===== src/rtl/dmem_access_ctrl.sv =====
`default_nettype none
// ============================================================================
// Module  : dmem_access_ctrl
// Purpose : MEM-stage data-memory front end. Maps byte addresses to word
//           accesses, extends sub-word loads, runs read-modify-write for
//           sub-word stores and arbitrates a loader port with bounded wait.
// Rev     : 1.0  initial release
// ============================================================================
module dmem_access_ctrl #(
    parameter int ADDR_W       = 13,
    parameter int LDR_MAX_WAIT = 8
) (
    input  logic              Clk,
    input  logic              Rst_n,
    input  logic [31:0]       Cpu_addr,
    input  logic [31:0]       Cpu_wdata,
    input  logic              Cpu_read,
    input  logic              Cpu_write,
    input  logic [1:0]        Cpu_size,
    input  logic              Cpu_signed,
    output logic [31:0]       Cpu_rdata,
    output logic              Cpu_stall,
    output logic              Cpu_misalign,
    input  logic              Ldr_req,
    input  logic              Ldr_we,
    input  logic [ADDR_W-1:0] Ldr_addr,
    input  logic [31:0]       Ldr_wdata,
    output logic              Ldr_ack,
    output logic [31:0]       Ldr_rdata,
    output logic [ADDR_W-1:0] Mem_address,
    output logic              Mem_read,
    output logic              Mem_write,
    output logic [31:0]       Mem_wdata,
    input  logic [31:0]       Mem_rdata
);

    localparam int                 c_CNT_W     = (LDR_MAX_WAIT > 1) ? $clog2(LDR_MAX_WAIT) : 1;
    localparam logic [c_CNT_W-1:0] c_WAIT_LAST = c_CNT_W'(LDR_MAX_WAIT - 1);

    typedef enum logic [1:0] {
        S_IDLE   = 2'd0,
        S_RMW_WR = 2'd1,
        S_LDR    = 2'd2
    } state_t;

    state_t              r_state;
    logic [31:0]         r_merge;
    logic [c_CNT_W-1:0]  r_wait_cnt;

    logic                w_cpu_req;
    logic                w_misalign;
    logic                w_cpu_acc;
    logic                w_subword;
    logic                w_grant;
    logic                w_rmw_start;
    logic [ADDR_W-1:0]   w_word_addr;
    logic [7:0]          w_byte;
    logic [15:0]         w_half;
    logic [31:0]         w_load_data;
    logic [31:0]         w_merged;
    logic                w_unused_addr;

    assign w_word_addr   = Cpu_addr[ADDR_W+1:2];
    assign w_unused_addr = ^Cpu_addr[31:ADDR_W+2];
    assign w_cpu_req     = Cpu_read | Cpu_write;
    assign w_subword     = ~Cpu_size[1];
    assign w_misalign    = w_cpu_req &
                           (((Cpu_size == 2'b01) & Cpu_addr[0]) |
                            (Cpu_size[1] & (Cpu_addr[1:0] != 2'b00)));
    assign w_cpu_acc     = w_cpu_req & ~w_misalign;
    // Loader wins when the CPU leaves the memory free, or once it has waited long enough
    assign w_grant       = Ldr_req & (~w_cpu_acc | (r_wait_cnt == c_WAIT_LAST));
    assign w_rmw_start   = w_cpu_acc & Cpu_write & w_subword & ~w_grant;

    always_comb begin
        w_byte = Mem_rdata[7:0];
        case (Cpu_addr[1:0])
            2'd0:    w_byte = Mem_rdata[7:0];
            2'd1:    w_byte = Mem_rdata[15:8];
            2'd2:    w_byte = Mem_rdata[23:16];
            default: w_byte = Mem_rdata[31:24];
        endcase
        w_half = Cpu_addr[1] ? Mem_rdata[31:16] : Mem_rdata[15:0];
        if (Cpu_size == 2'b00)
            w_load_data = {{24{Cpu_signed & w_byte[7]}}, w_byte};
        else if (Cpu_size == 2'b01)
            w_load_data = {{16{Cpu_signed & w_half[15]}}, w_half};
        else
            w_load_data = Mem_rdata;
    end

    // Old word with only the addressed lane replaced by the store data
    always_comb begin
        w_merged = Mem_rdata;
        if (Cpu_size == 2'b00) begin
            case (Cpu_addr[1:0])
                2'd0:    w_merged[7:0]   = Cpu_wdata[7:0];
                2'd1:    w_merged[15:8]  = Cpu_wdata[7:0];
                2'd2:    w_merged[23:16] = Cpu_wdata[7:0];
                default: w_merged[31:24] = Cpu_wdata[7:0];
            endcase
        end else if (Cpu_addr[1]) begin
            w_merged[31:16] = Cpu_wdata[15:0];
        end else begin
            w_merged[15:0] = Cpu_wdata[15:0];
        end
    end

    always_comb begin
        Cpu_rdata    = 32'h0;
        Cpu_stall    = 1'b0;
        Cpu_misalign = w_misalign & (r_state != S_RMW_WR);
        Ldr_ack      = 1'b0;
        Ldr_rdata    = 32'h0;
        Mem_address  = '0;
        Mem_read     = 1'b0;
        Mem_write    = 1'b0;
        Mem_wdata    = 32'h0;
        case (r_state)
            S_IDLE: begin
                if (w_grant) begin
                    Cpu_stall = w_cpu_acc;
                end else if (w_cpu_acc) begin
                    Mem_address = w_word_addr;
                    if (Cpu_write) begin
                        if (w_subword) begin
                            Mem_read  = 1'b1;
                            Cpu_stall = 1'b1;
                        end else begin
                            Mem_write = 1'b1;
                            Mem_wdata = Cpu_wdata;
                        end
                    end else begin
                        Mem_read  = 1'b1;
                        Cpu_rdata = w_load_data;
                    end
                end
            end
            S_RMW_WR: begin
                Mem_address = w_word_addr;
                Mem_write   = 1'b1;
                Mem_wdata   = r_merge;
            end
            S_LDR: begin
                Cpu_stall   = w_cpu_acc;
                Mem_address = Ldr_addr;
                Mem_read    = ~Ldr_we;
                Mem_write   = Ldr_we;
                Mem_wdata   = Ldr_we ? Ldr_wdata : 32'h0;
                Ldr_ack     = 1'b1;
                Ldr_rdata   = Ldr_we ? 32'h0 : Mem_rdata;
            end
            default: begin
                Cpu_misalign = 1'b0;
            end
        endcase
    end

    always_ff @(posedge Clk or negedge Rst_n) begin
        if (!Rst_n) begin
            r_state    <= S_IDLE;
            r_merge    <= 32'h0;
            r_wait_cnt <= '0;
        end else begin
            case (r_state)
                S_IDLE: begin
                    if (w_grant) begin
                        r_state <= S_LDR;
                    end else if (w_rmw_start) begin
                        r_merge <= w_merged;
                        r_state <= S_RMW_WR;
                    end
                    if (!Ldr_req || w_grant)
                        r_wait_cnt <= '0;
                    else if (r_wait_cnt != c_WAIT_LAST)
                        r_wait_cnt <= r_wait_cnt + 1'b1;
                end
                S_RMW_WR, S_LDR: begin
                    r_state <= S_IDLE;
                    if (!Ldr_req)
                        r_wait_cnt <= '0;
                end
                default: begin
                    r_state <= S_IDLE;
                end
            endcase
        end
    end

endmodule
`default_nettype wire


===== config.mk =====
export PLATFORM = sky130hd
export DESIGN_NAME = dmem_access_ctrl
export DESIGN_NICKNAME = d
export VERILOG_FILES = /design/src/rtl/dmem_access_ctrl.sv
export SDC_FILE = /design/constraint.sdc
export NUM_CORES = 1
export LEC_CHECK = 0
export BUFFER_PORTS_ARGS = -buffer_cell sky130_fd_sc_hd__clkbuf_2
export CORE_AREA = 3 3 101 103
export CTS_BUF_LIST = sky130_fd_sc_hd__clkbuf_4 sky130_fd_sc_hd__clkbuf_8
export DETAILED_ROUTE_END_ITERATION = 16
export DIE_AREA = 0 0 104 106
export PLACE_DENSITY = 0.85
export REMOVE_ABC_BUFFERS = 1
export SYNTH_ARGS = -nofsm -noshare
export SYNTH_HDL_FRONTEND = slang
export SYNTH_SLANG_ARGS = --single-unit

===== constraint.sdc =====
create_clock -name Clk -period 5.1 [get_ports Clk]
set_input_delay 0.51 -clock Clk [delete_from_list [all_inputs] [get_ports Clk]]
set_output_delay 0.51 -clock Clk [all_outputs]
set_load 0.02 [all_outputs]

==> impl_summary.txt <==
----------------------------------------------------
[Die]
  Top-Level Pins ... 264
  Core area ... 0.00928 mm²
  Starting utilization of the core area ... 0.419
  Chip height ... 106 µm
  Standard-cell rows ... 35
  DIE AREA ... 0.0110 mm²
  Die extent in x ... 104 µm

[CTS]
  # Post-CTS Setup Buffers ... 0
  Cell chosen for the clock root ... clkbuf_8
  CTS Hold Bufs ... 0
  TritonCTS clock tree ... done
  Maximum level of the CTS H-tree ... 2
  Maximum number of buffers from clock root to sink ... 2
  Clock slew at the register clock pins of the worst setup and hold paths ... 90 ps
  Worst skew pair latency ... 290 ps
  Inserted Clock Buffers ... 5
  PostCTS Resize Cnt ... 0
  Total clock sinks ... 37

[Run]
  Maxcap violations ... 0

[Layout]
  Most used cells in the layout excluding fill and tap cells ... 246 x clkbuf_2, 57 x nand2_1, 57 x o21ai_0
  Area of combinational cells with multiple inputs ... 0.00265 mm²
  Number of fill cells ... 919
  Reg area ... 926 µm²
  Leading cell type in the layout, fill and taps excluded ... clkbuf_2
  Net total in the final layout ... 886
  Final cell count without fillers ... 860
  Area growth from synthesis to layout ... 35.7%
  Antenna Diode Count ... 0
  Fraction of layout instances using a drive strength above 1 ... 0.386

[Global routing]
  Maximum number of pins on one net before global-route repair ... 65
  Total congestion overflow ... 0
  Met2 usage in global routing ... 0.458
  Tot GR Track Use ... 0.276
  Number of antenna violations at the first check in global routing ... 0
  Number of global-route vias before repair ... 4,690
  Grt met1 use ... 0.359
  Wire length of the first global-routing pass ... 25.0 mm
  Peak-usage layer in the global routing report ... met2
  Met3 Track Usage GR ... 0.0607

[Timing]
  Worst Max-Slew Pin Slew ... 1060 ps
  Final Hold Fails ... 0
  Top achievable clock speed ... 271 MHz
  Unrepaired setup endpoints after global routing ... no
  Total setup violations reported at the end of the flow ... 0
  Worst clock skew ... 9.07 ps
  Final setup TNS ... 0 ps
  Final count of pins violating max slew ... 0
  Minimum clock period after layout ... 3690 ps
  Slew HR ... 0.291
  Period Utilization, post-route ... 0.724

[Route]
  Routed via count divided by cell count ... 5.69
  Routed Antenna Nets ... 0
  Detailed Route Iter0 Violations ... 466
  Final routed wirelength across all metal layers ... 15.8 mm
  Pre-antenna DRT Iters ... 5
  DR vias ... 4,893
  Post-detailed-route DRC marker count ... 0
  Routed length per placed instance ... 18.4 µm

[Yosys]
  Post-synth top flop ... dfrtp_1
  Post-Syn Area ... 0.00389 mm²
  Largest cells by area after synthesis ... dfrtp_1 24%, o2bb2ai_1 11%, o21ai_0 7.3%
  Synth Warn # ... 0
  Register bit total from synthesis ... 37
  Share of Yosys cell area claimed by the top area cell type ... 0.238
  Average size of a mapped cell ... 7.49 µm²
  Largest area contributor in the netlist ... dfrtp_1
  Post-synthesis sequential area ratio ... 0.238
  Post-synthesis cell type count ... 47
  Number of flops mapped to enable cells by yosys ... 0
  Count of mapped cells out of synthesis ... 519
  Share of synthesized flip-flops with an asynchronous set or reset ... 1.00

[Worst setup path]
  Kind of cell adding the most delay to the critical path ... compound AO/OA/AOI/OAI gates
  Required time of the critical path ... 4590 ps
  Endpoint type of the worst setup path ... output pin
  Largest fanout on the critical path ... 17
  Cell type of the slowest stage on the worst timing path ... nand4b_2
  Critical path launch point ... r_state[0]$_DFFE_PN0P_
  Max stage delay on crit path ... 660 ps
  Critical path arrival ... 3180 ps
  Classification of the worst setup path ... flip-flop to output pin
  Source of the worst register-to-register timing path ... r_wait_cnt[0]$_DFFE_PN0P_
  Buf+Inv Stages, Crit Path ... 2
  CP Launch Type ... flip-flop
  Cell breakdown of the critical path ... inv_1, ha_1, a21bo_2, a211oi_4, nand4b_2, a21oi_1, clkbuf_2

[Run status]
  Run status ... completed

[Placement]
  Detailed Place HPWL ... 11.6 mm
  Number of cells after detailed placement ... 852
  Port Buf Inserts ... 246
  Routability cong. ... 0.881

[Worst hold path]
  Hold WC Path Type ... input port to asynchronous set/reset pin

[Power]
  Power density over the cells ... 370 mW/mm²
  Maximum resistive drop on vdd ... 0.000230 V
  Leakage power ... 2.70 nW

----------------------------------------------------
[metrics by stage]
step,util,setup slack (ps),power (mW),hold WS (ps),cell area (µm²)
6_report,0.568,1410,1.95,379,5280
2_1_floorplan,-,1750,1.20,214,3670
5_1_grt,0.568,1200,2.10,438,5280
4_1_cts,0.568,1430,1.96,405,5280
3_5_place_dp,0.553,1680,1.63,473,5140
3_3_place_gp,0.553,1690,1.61,465,5140
[cells in the mapped netlist, drive strengths merged, types with 2 or more instances]
master / instances
a21o: 5
a21oi: 57
a221oi: 8
a22oi: 32
a32o: 2
and2: 35
buf: 12
clkbuf: 37
dfrtp: 37
ha: 6
inv: 30
mux2i: 23
nand2: 57
nand2b: 11
nor2: 14
nor2b: 2
nor4: 2
o21ai: 65
o22ai: 9
o2bb2ai: 48
or2: 3
or4b: 8
[where the power goes]
group          switching [mW]  internal [mW]  leakage (nW)
combinational           0.732          0.391          2.17
clock                   0.121          0.197        0.0687
sequential             0.0826          0.427         0.463
total                   0.935           1.02          2.70
[registers in the layout (all words and copies together), names as in the netlist]
register,count
r_merge,32
r_state,2
r_wait_cnt,3
[worst register-to-register path, cell delays in order, from the launching register on]
cell and delay [ps]:
dfrtp_1 370, ha_1 170, ha_1 210, inv_1 100
o2111ai_4 200, buf_4 510, o21ai_0 220
[layer usage]
metal | vias to the layer above | wire length, µm
li1 | 2322 | -
met1 | 2307 | 6490
met2 | 240 | 7750
met3 | 24 | 1240
met4 | 0 | 332
met5 | - | 0
[path summary, 6_finish.rpt]
path,endpoint,slack (ps),cells past startpoint
max,Cpu_rdata[28],1410,7
min,r_merge[12]$_DFFE_PN0P_,380,1
max reg2reg,r_merge[11]$_DFFE_PN0P_,3170,6
min reg2reg,r_merge[25]$_DFFE_PN0P_,490,2
max in group asynchronous,r_merge[23]$_DFFE_PN0P_,4100,1
min in group Clk,r_state[0]$_DFFE_PN0P_,470,2
[cell type report]
cell class              instances  area share
multi-input cells             402       0.502
inverters                      31      0.0221
clock buffers                   5      0.0130
clock inverters                 3      0.0130
repair buffers                253       0.243
well taps                     129      0.0306
flip-flops and latches         37       0.176
[logic make-up (layout without fill, tap and decap cells)]
group           Yosys count  in the layout  synth area share
compound gates          233            233             0.397
fa+ha+maj                 6              6            0.0193
buf+inv                  80            292            0.0863
flops                    37             37             0.238
mux                      25             25            0.0679
simple gates            138            138             0.191
Power figures use the tool's default switching activity.
